--- config.mk ---
export PLATFORM = sky130hd
export DESIGN_NAME = mdr_mem_port_flat
export DESIGN_NICKNAME = d
export VERILOG_FILES = /design/src/rtl/mdr_mem_port_if.sv /design/src/rtl/mdr_mem_port.sv /design/src/flat_wrapper.sv
export SDC_FILE = /design/constraint.sdc
export NUM_CORES = 1
export LEC_CHECK = 0
export CAP_MARGIN = 20
export CORE_MARGIN = 2
export CORE_UTILIZATION = 36
export DETAILED_ROUTE_END_ITERATION = 12
export HOLD_SLACK_MARGIN = 0.05
export PLACE_DENSITY = 0.77
export SYNTH_ARGS = -nofsm -noshare
export SYNTH_HDL_FRONTEND = slang
export SYNTH_SLANG_ARGS = --single-unit
--- constraint.sdc ---
create_clock -name clk -period 1.9 [get_ports clk]
set_input_delay 0.285 -clock clk [delete_from_list [all_inputs] [get_ports clk]]
set_output_delay 0.285 -clock clk [all_outputs]
set_load 0.03 [all_outputs]
--- src/rtl/mdr_mem_port_if.sv ---
// mdr_mem_port_if: bus, command and memory handshake signals of the memory data register
interface mdr_mem_port_if #(
  parameter int DATA_W = 32
);
  localparam int LANE_W = $clog2(DATA_W / 8);
  logic              MDRin;
  logic              MDRout;
  logic              read;
  logic              write;
  logic [1:0]        size;
  logic              sign;
  logic [LANE_W-1:0] addr_lo;
  logic [DATA_W-1:0] busMuxout;
  logic [DATA_W-1:0] Mdatain;
  logic              mem_ack;
  logic              mem_req;
  logic              mem_we;
  logic [DATA_W/8-1:0] mem_be;
  logic [DATA_W-1:0] mem_wdata;
  logic [DATA_W-1:0] q;
  logic [DATA_W-1:0] bus_out;
  logic              busy;
  logic              done;
  logic              err;
  modport master (
    output MDRin, MDRout, read, write, size, sign, addr_lo, busMuxout, Mdatain, mem_ack,
    input  mem_req, mem_we, mem_be, mem_wdata, q, bus_out, busy, done, err
  );
  modport slave (
    input  MDRin, MDRout, read, write, size, sign, addr_lo, busMuxout, Mdatain, mem_ack,
    output mem_req, mem_we, mem_be, mem_wdata, q, bus_out, busy, done, err
  );
endinterface

--- src/rtl/mdr_mem_port.sv ---
// mdr_mem_port: memory data register with req/ack handshake, timeout and byte-lane load/store
module mdr_mem_port #(
  parameter int DATA_W  = 32,
  parameter int TIMEOUT = 15
) (
  input logic            clk,
  input logic            clr,
  mdr_mem_port_if.slave  bus
);
  localparam int NB     = DATA_W / 8;
  localparam int LANE_W = $clog2(NB);
  localparam int CW     = TIMEOUT > 1 ? $clog2(TIMEOUT) : 1;
  localparam logic [CW-1:0] LAST = CW'(TIMEOUT == 0 ? 0 : TIMEOUT - 1);
  typedef enum logic [1:0] {IDLE, RD, WR} state_t;
  state_t            r_state;
  logic [DATA_W-1:0] r_q;
  logic              r_err;
  logic              r_done;
  logic [CW-1:0]     r_cnt;
  logic [1:0]        r_size;
  logic              r_sign;
  logic [LANE_W-1:0] r_addr;
  logic [7:0]        w_byte;
  logic [15:0]       w_half;
  logic [DATA_W-1:0] w_ld;
  logic [NB-1:0]     w_lanes;
  logic [DATA_W-1:0] w_wdata;
  logic              w_to;
  // lane extraction and store formatting, all driven by the latched command
  always_comb begin
    w_byte  = 8'(bus.Mdatain >> {r_addr, 3'b000});
    w_half  = 16'(bus.Mdatain >> {r_addr[LANE_W-1:1], 4'b0000});
    w_ld    = r_size[1] ? bus.Mdatain :
              r_size[0] ? {{(DATA_W-16){r_sign & w_half[15]}}, w_half} :
                          {{(DATA_W-8){r_sign & w_byte[7]}}, w_byte};
    w_lanes = r_size[1] ? '1 :
              r_size[0] ? NB'(3) << {r_addr[LANE_W-1:1], 1'b0} :
                          NB'(1) << r_addr;
    w_wdata = r_size[1] ? r_q : r_size[0] ? {(DATA_W/16){r_q[15:0]}} : {NB{r_q[7:0]}};
    w_to    = (TIMEOUT != 0) && (r_cnt == LAST);
  end
  // command acceptance, request tracking, completion and timeout
  always_ff @(posedge clk) begin
    if (clr) begin
      r_state <= IDLE;
      r_q     <= '0;
      r_err   <= 1'b0;
      r_done  <= 1'b0;
      r_cnt   <= '0;
      r_size  <= '0;
      r_sign  <= 1'b0;
      r_addr  <= '0;
    end else begin
      r_done <= 1'b0;
      case (r_state)
        IDLE: begin
          if (bus.read || bus.write) begin
            r_state <= bus.read ? RD : WR;
            r_size  <= bus.size;
            r_sign  <= bus.sign;
            r_addr  <= bus.addr_lo;
            r_err   <= 1'b0;
            r_cnt   <= '0;
          end else if (bus.MDRin) begin
            r_q <= bus.busMuxout;
          end
        end
        default: begin
          if (bus.mem_ack) begin
            if (r_state == RD) r_q <= w_ld;
            r_state <= IDLE;
            r_done  <= 1'b1;
          end else if (w_to) begin
            r_state <= IDLE;
            r_err   <= 1'b1;
          end else begin
            r_cnt <= r_cnt + 1'b1;
          end
        end
      endcase
    end
  end
  assign bus.mem_req   = r_state != IDLE;
  assign bus.busy      = r_state != IDLE;
  assign bus.mem_we    = r_state == WR;
  assign bus.mem_be    = r_state == WR ? w_lanes : '0;
  assign bus.mem_wdata = r_state == WR ? w_wdata : '0;
  assign bus.q         = r_q;
  assign bus.bus_out   = bus.MDRout ? r_q : '0;
  assign bus.done      = r_done;
  assign bus.err       = r_err;
endmodule

--- src/flat_wrapper.sv ---
// flat-port wrapper written by rule: the top's interface ports become plain ports
module mdr_mem_port_flat 
#(
  parameter int DATA_W  = 32,
  parameter int TIMEOUT = 15
)
  (clk, clr, bus_MDRin, bus_MDRout, bus_read, bus_write, bus_size, bus_sign, bus_addr_lo, bus_busMuxout, bus_Mdatain, bus_mem_ack, bus_mem_req, bus_mem_we, bus_mem_be, bus_mem_wdata, bus_q, bus_bus_out, bus_busy, bus_done, bus_err);
  mdr_mem_port_if #(.DATA_W(DATA_W)) bus_i ();
  input logic clk;
  input logic clr;
  input wire logic [$bits(bus_i.MDRin)-1:0] bus_MDRin;
  input wire logic [$bits(bus_i.MDRout)-1:0] bus_MDRout;
  input wire logic [$bits(bus_i.read)-1:0] bus_read;
  input wire logic [$bits(bus_i.write)-1:0] bus_write;
  input wire logic [$bits(bus_i.size)-1:0] bus_size;
  input wire logic [$bits(bus_i.sign)-1:0] bus_sign;
  input wire logic [$bits(bus_i.addr_lo)-1:0] bus_addr_lo;
  input wire logic [$bits(bus_i.busMuxout)-1:0] bus_busMuxout;
  input wire logic [$bits(bus_i.Mdatain)-1:0] bus_Mdatain;
  input wire logic [$bits(bus_i.mem_ack)-1:0] bus_mem_ack;
  output wire logic [$bits(bus_i.mem_req)-1:0] bus_mem_req;
  output wire logic [$bits(bus_i.mem_we)-1:0] bus_mem_we;
  output wire logic [$bits(bus_i.mem_be)-1:0] bus_mem_be;
  output wire logic [$bits(bus_i.mem_wdata)-1:0] bus_mem_wdata;
  output wire logic [$bits(bus_i.q)-1:0] bus_q;
  output wire logic [$bits(bus_i.bus_out)-1:0] bus_bus_out;
  output wire logic [$bits(bus_i.busy)-1:0] bus_busy;
  output wire logic [$bits(bus_i.done)-1:0] bus_done;
  output wire logic [$bits(bus_i.err)-1:0] bus_err;
  assign bus_i.MDRin = bus_MDRin;
  assign bus_i.MDRout = bus_MDRout;
  assign bus_i.read = bus_read;
  assign bus_i.write = bus_write;
  assign bus_i.size = bus_size;
  assign bus_i.sign = bus_sign;
  assign bus_i.addr_lo = bus_addr_lo;
  assign bus_i.busMuxout = bus_busMuxout;
  assign bus_i.Mdatain = bus_Mdatain;
  assign bus_i.mem_ack = bus_mem_ack;
  assign bus_mem_req = bus_i.mem_req;
  assign bus_mem_we = bus_i.mem_we;
  assign bus_mem_be = bus_i.mem_be;
  assign bus_mem_wdata = bus_i.mem_wdata;
  assign bus_q = bus_i.q;
  assign bus_bus_out = bus_i.bus_out;
  assign bus_busy = bus_i.busy;
  assign bus_done = bus_i.done;
  assign bus_err = bus_i.err;
  mdr_mem_port #(.DATA_W(DATA_W), .TIMEOUT(TIMEOUT)) u_core (.clk(clk), .clr(clr), .bus(bus_i));
endmodule
# --- Yosys cells after proc, flatten, opt, wreduce, memory -nomap -nowiden ---
# Index checks and enable logic that the tools add are counted.
word_totals:
  elab_cells: 64
  inputBits: 76
  ff_bits: 45
classes:
  add_sub_neg: 1
  bitwise_logic: 2
  reduce_logical: 13
  n_shift: 4
  eq_ne: 8
  muxes: 28
op_table:
  columns: ["cell", "count"]
  rows:
  - ["32-bit two-way mux", 11]
  - ["32-bit by 5-bit right shift with 16-bit output", 1]
  - ["32-bit by 5-bit right shift with 8-bit output", 1]
  - ["4-bit two-way mux", 7]
  - ["2-bit two-way mux", 5]
  - ["2-bit nonzero test", 4]
  - ["2-bit != test, second input constant", 3]
  - ["3-bit AND reduction", 2]
  - ["1-bit two-way mux", 5]
  - ["4-bit by 1-bit adder with 4-bit output, second input constant", 1]
  - ["4-bit == test, second input constant", 1]
  - ["2-bit by 1-bit != test with 1-bit output, second input constant", 2]
  - ["2-bit AND reduction", 2]
  - ["4-bit AND reduction", 1]
  - ["1-bit by 2-bit left shift with 4-bit output, first input constant", 1]
  - ["2-bit by 2-bit left shift with 4-bit output, first input constant", 1]
  - ["3-bit nonzero test", 1]
  - ["1-bit bitwise AND", 2]
  - ["2-bit by 1-bit == test with 1-bit output, second input constant", 1]
  - ["2-bit == test, second input constant", 1]
  - ["2-bit logical NOT", 1]
  - ["2-bit OR reduction", 1]
  - ["1-bit logical OR", 1]

# --- Depth between registers and ports, before layout ---
logic_depth:
  ltp_word: 7
  depth_mapped: 7

# --- Worst setup path before layout ---
# OpenSTA, ideal clock, no wires.
synth_timing:
  path_kind: "flip-flop to output port"
  startpoint: "reg u_core.r_size[1]"
  endpoint: "out bus_mem_wdata[16]"
  stages_incl_launch_ff: 6
  setup_slack_ns: -0.026
  arrival_time_ns: 1.641
  n_path_buf: 3
  cell_sequence: "dfxtp_1 clkbuf_1 clkbuf_1 buf_2 mux2i_1 nor2_1"
synth_between:
  elab_chain_cells: 2
synth_rtl:
  columns: ["element", "line_no", "rtl"]
  rows:
  - ["start: declaration", "mdr_mem_port.sv:20", "logic [1:0] r_size;"]
  - ["start signal: assignment", "mdr_mem_port.sv:59", "r_size <= bus.size;"]
  - ["32-bit two-way mux", "mdr_mem_port.sv:39", "w_wdata = r_size[1] ? r_q : r_size[0] ? {(DATA_W/16){r_q[15:0]}} : {NB{r_q[7:0]}};"]
  - ["32-bit two-way mux", "mdr_mem_port.sv:87", "assign bus.mem_wdata = r_state == WR ? w_wdata : '0;"]
  - ["end: declaration", "flat_wrapper.sv:24", "output wire logic [$bits(bus_i.mem_wdata)-1:0] bus_mem_wdata;"]
# Every way passes these cells.

# --- Worst setup path in the final report ---
layout_timing:
  startpoint: "reg u_core.r_size[0]"
  endpoint: "out bus_mem_wdata[15]"
layout_between:
  elab_chain_cells: 3
layout_rtl:
  columns: ["element", "line_no"]
  rows:
  - ["32-bit two-way mux (2 in series)", "mdr_mem_port.sv:39"]
  - ["32-bit two-way mux", "mdr_mem_port.sv:87"]
# Every way passes these cells.

==> metrics.txt <==
Avg Inst Size Synth around 7.4 sq um; I/O pin total 181; global route overflow 0; final hold slack 492 ps; CTS buffer count 5; wire length of the first global-routing pass 21400 microns; CP arrival 1530 ps; Layout fillers around 860; critical path class reg -> out; CP Launch Type flip-flop; vias in the first global route 3890; P_leak approximately 2.2 nW; Peak supply drop around 350 uV; CTS tree done; vias 4272; Placement Rows 35; fraction of the yosys area taken by sequential cells 0.266; setup TNS 0 ps; pwr dens 588 nW/um^2; Pre-antenna DRT Iters 5; DRC violations left 0; outcome complete, no violations; largest fanout on the critical path 13; Worst EP required 1620 ps; fin crit share 0.957; placed cell areas 5310 sq um; # setup viols final 0; DIE AREA 10200 sq um; CTS max path bufs 2; Peak Freq 550 MHz; core area just over 9000 sq um; drt wl/cell 19.0 microns; Slew @ Worst Pin a little over 500 ps; Hold/Removal Path Class reg -> reg; Top FF cell, synth dfxtp_1; post-synth design cell area 3380 sq um; final hold vios 0; layout cells sized above 1 0.245; Worst setup EP type output port; Syn Inst Count around 460; post-route minimum period 1820 ps; GPL Wtd Cong 0.910; flops & latches, synth 45; Initial Util 0.368; post-route ant nets 0; buffers added on ports 180; Max Slew Vio Count 0; library cells used by synthesis 39; Finished Cell Area ~5400 sq um; # H-tree levels 2; n_diodes 0; area of the multi-input gates 2300 sq um; register area 908 sq um; EDFF count, synth 0; Synth Net Count about 530; clk slew on worst S/H paths 90 ps; DRT iter0 DRCs between 200 and 300; die width 101 microns; Worst Skew 6.78 ps; Worst-Skew Late Latency about 300 ps; Max Cap Viol 0; Root Buffer clkbuf_8; Layout area overhead 60.6%; initial antenna violation count 0; Die Y 101 microns; WL final between 10000 and 15000 microns; Synth async-reset ratio 0; Global Route Usage Sum 0.269; via density per instance 5.71; hpwl dp 10900 microns; pin count of the biggest net entering global routing between 40 and 50; Hold Buf Count CTS 0; Synth Warn # 0; clk sink count 45; relative slew slack 0.655; nets 714
[layer usage]
metal	track usage	share of wire
met4	0.0728	0.015
met3	0.0444	0.074
met1	0.359	0.42
met2	0.451	0.49
met5	0	0
[final timing paths]
kind	slack [ps]	depth (start not counted)	start	to
setup / recovery	80	5	u_core.r_size[0]	bus_mem_wdata[15]
hold / removal	490	2	u_core.bus.err	u_core.bus.err
setup reg to reg	130	5	u_core.r_state[0]	u_core.bus.q[0]
hold reg to reg	490	2	u_core.bus.err	u_core.bus.err
[report_power, final]
group	internal, W	switching [W]	leakage, nW
logic	0.000643	0.000788	1.74
registers	0.00102	0.000119	0.369
clock network	0.000295	0.000336	0.0512
total	0.00195	0.00124	2.16
[cells in the final DEF, fill, tap and decap left out, types with 8 or more instances in the layout]
master / count
or3_1: 18
buf_4: 96
nor2_2: 11
o21ai_0: 46
mux2_2: 17
a32o_1: 16
a21oi_1: 44
and2_1: 40
a21o_1: 8
a31oi_1: 10
clkdlybuf4s50_1: 108
dfxtp_1: 43
inv_1: 8
a22oi_1: 9
nand2_1: 31
mux2i_1: 15
nor2_1: 35
[timing repair]
action / CTS / global route
resized for setup: 12 / 25
setup buffers: 0 / 0
setup endpoints to repair: 25 / 39
[worst max-delay path, cell delays in order (launching register included)]
cell and delay (ps):
dfxtp_4 380, buf_8 160, nor2_2 240, nand2_1 100
a21oi_1 150, buf_4 180
[cells by family (layout without fill, tap and decap cells)]
family,count (synthesis),in the layout,synth area share
AOI/OAI and AO/OA,168,168,0.319
xor gates and xnor gates,2,2,0.00518
adders and majority gates,2,2,0.00739
buffers and inverters,54,235,0.0673
DFF,45,45,0.266
muxes,35,35,0.113
and+or+nand+nor,150,150,0.222
[through the flow]
stage | instances | setup slack [ps] | util | total power [W]
floorplan | 456 | 8.68 | - | 0.00190
global placement | 739 | -232 | 0.578 | 0.00253
detailed placement | 739 | -285 | 0.578 | 0.00255
CTS | 747 | 2.50 | 0.589 | 0.00318
global route | 748 | -5.31 | 0.591 | 0.00335
finish | 748 | 81.5 | 0.591 | 0.00320
[cell usage after synthesis (all sizes together), types with 2 or more instances]
master  instances  share of area
or3            18          0.033
nand2          31          0.034
o211ai          2         0.0044
nor2           46          0.051
mux2i          17          0.050
nor4            7          0.013
a211oi          7          0.016
o21bai          7          0.016
and2           40          0.074
ha              2         0.0074
a221oi          7          0.018
clkbuf         31          0.034
a22oi           9          0.020
a32o           16          0.047
a21oi          47          0.073
buf            14          0.023
inv             9          0.010
nand2b          2         0.0037
mux2           17          0.057
a21o            8          0.018
o21a            7          0.016
a31oi          10          0.018
dfxtp          45           0.27
o21ai          46          0.068
[cell type report]
cell class | count | share of cell area
repair buffers | 218 | 0.360
well taps | 111 | 0.0256
clock inverters | 2 | 0.00253
clock buffers | 6 | 0.0152
flip-flops and latches | 45 | 0.167
multi-input cells | 357 | 0.424
inverters | 9 | 0.00622
[flip-flops by register name, summed over array words and instances, names as in the netlist]
signal	cells
u_core.bus.done	1
u_core.r_state	2
u_core.bus.q	32
u_core.r_sign	1
u_core.r_addr	2
u_core.r_size	2
u_core.bus.err	1
u_core.r_cnt	4
No activity file was read; power rests on OpenSTA's default activity.
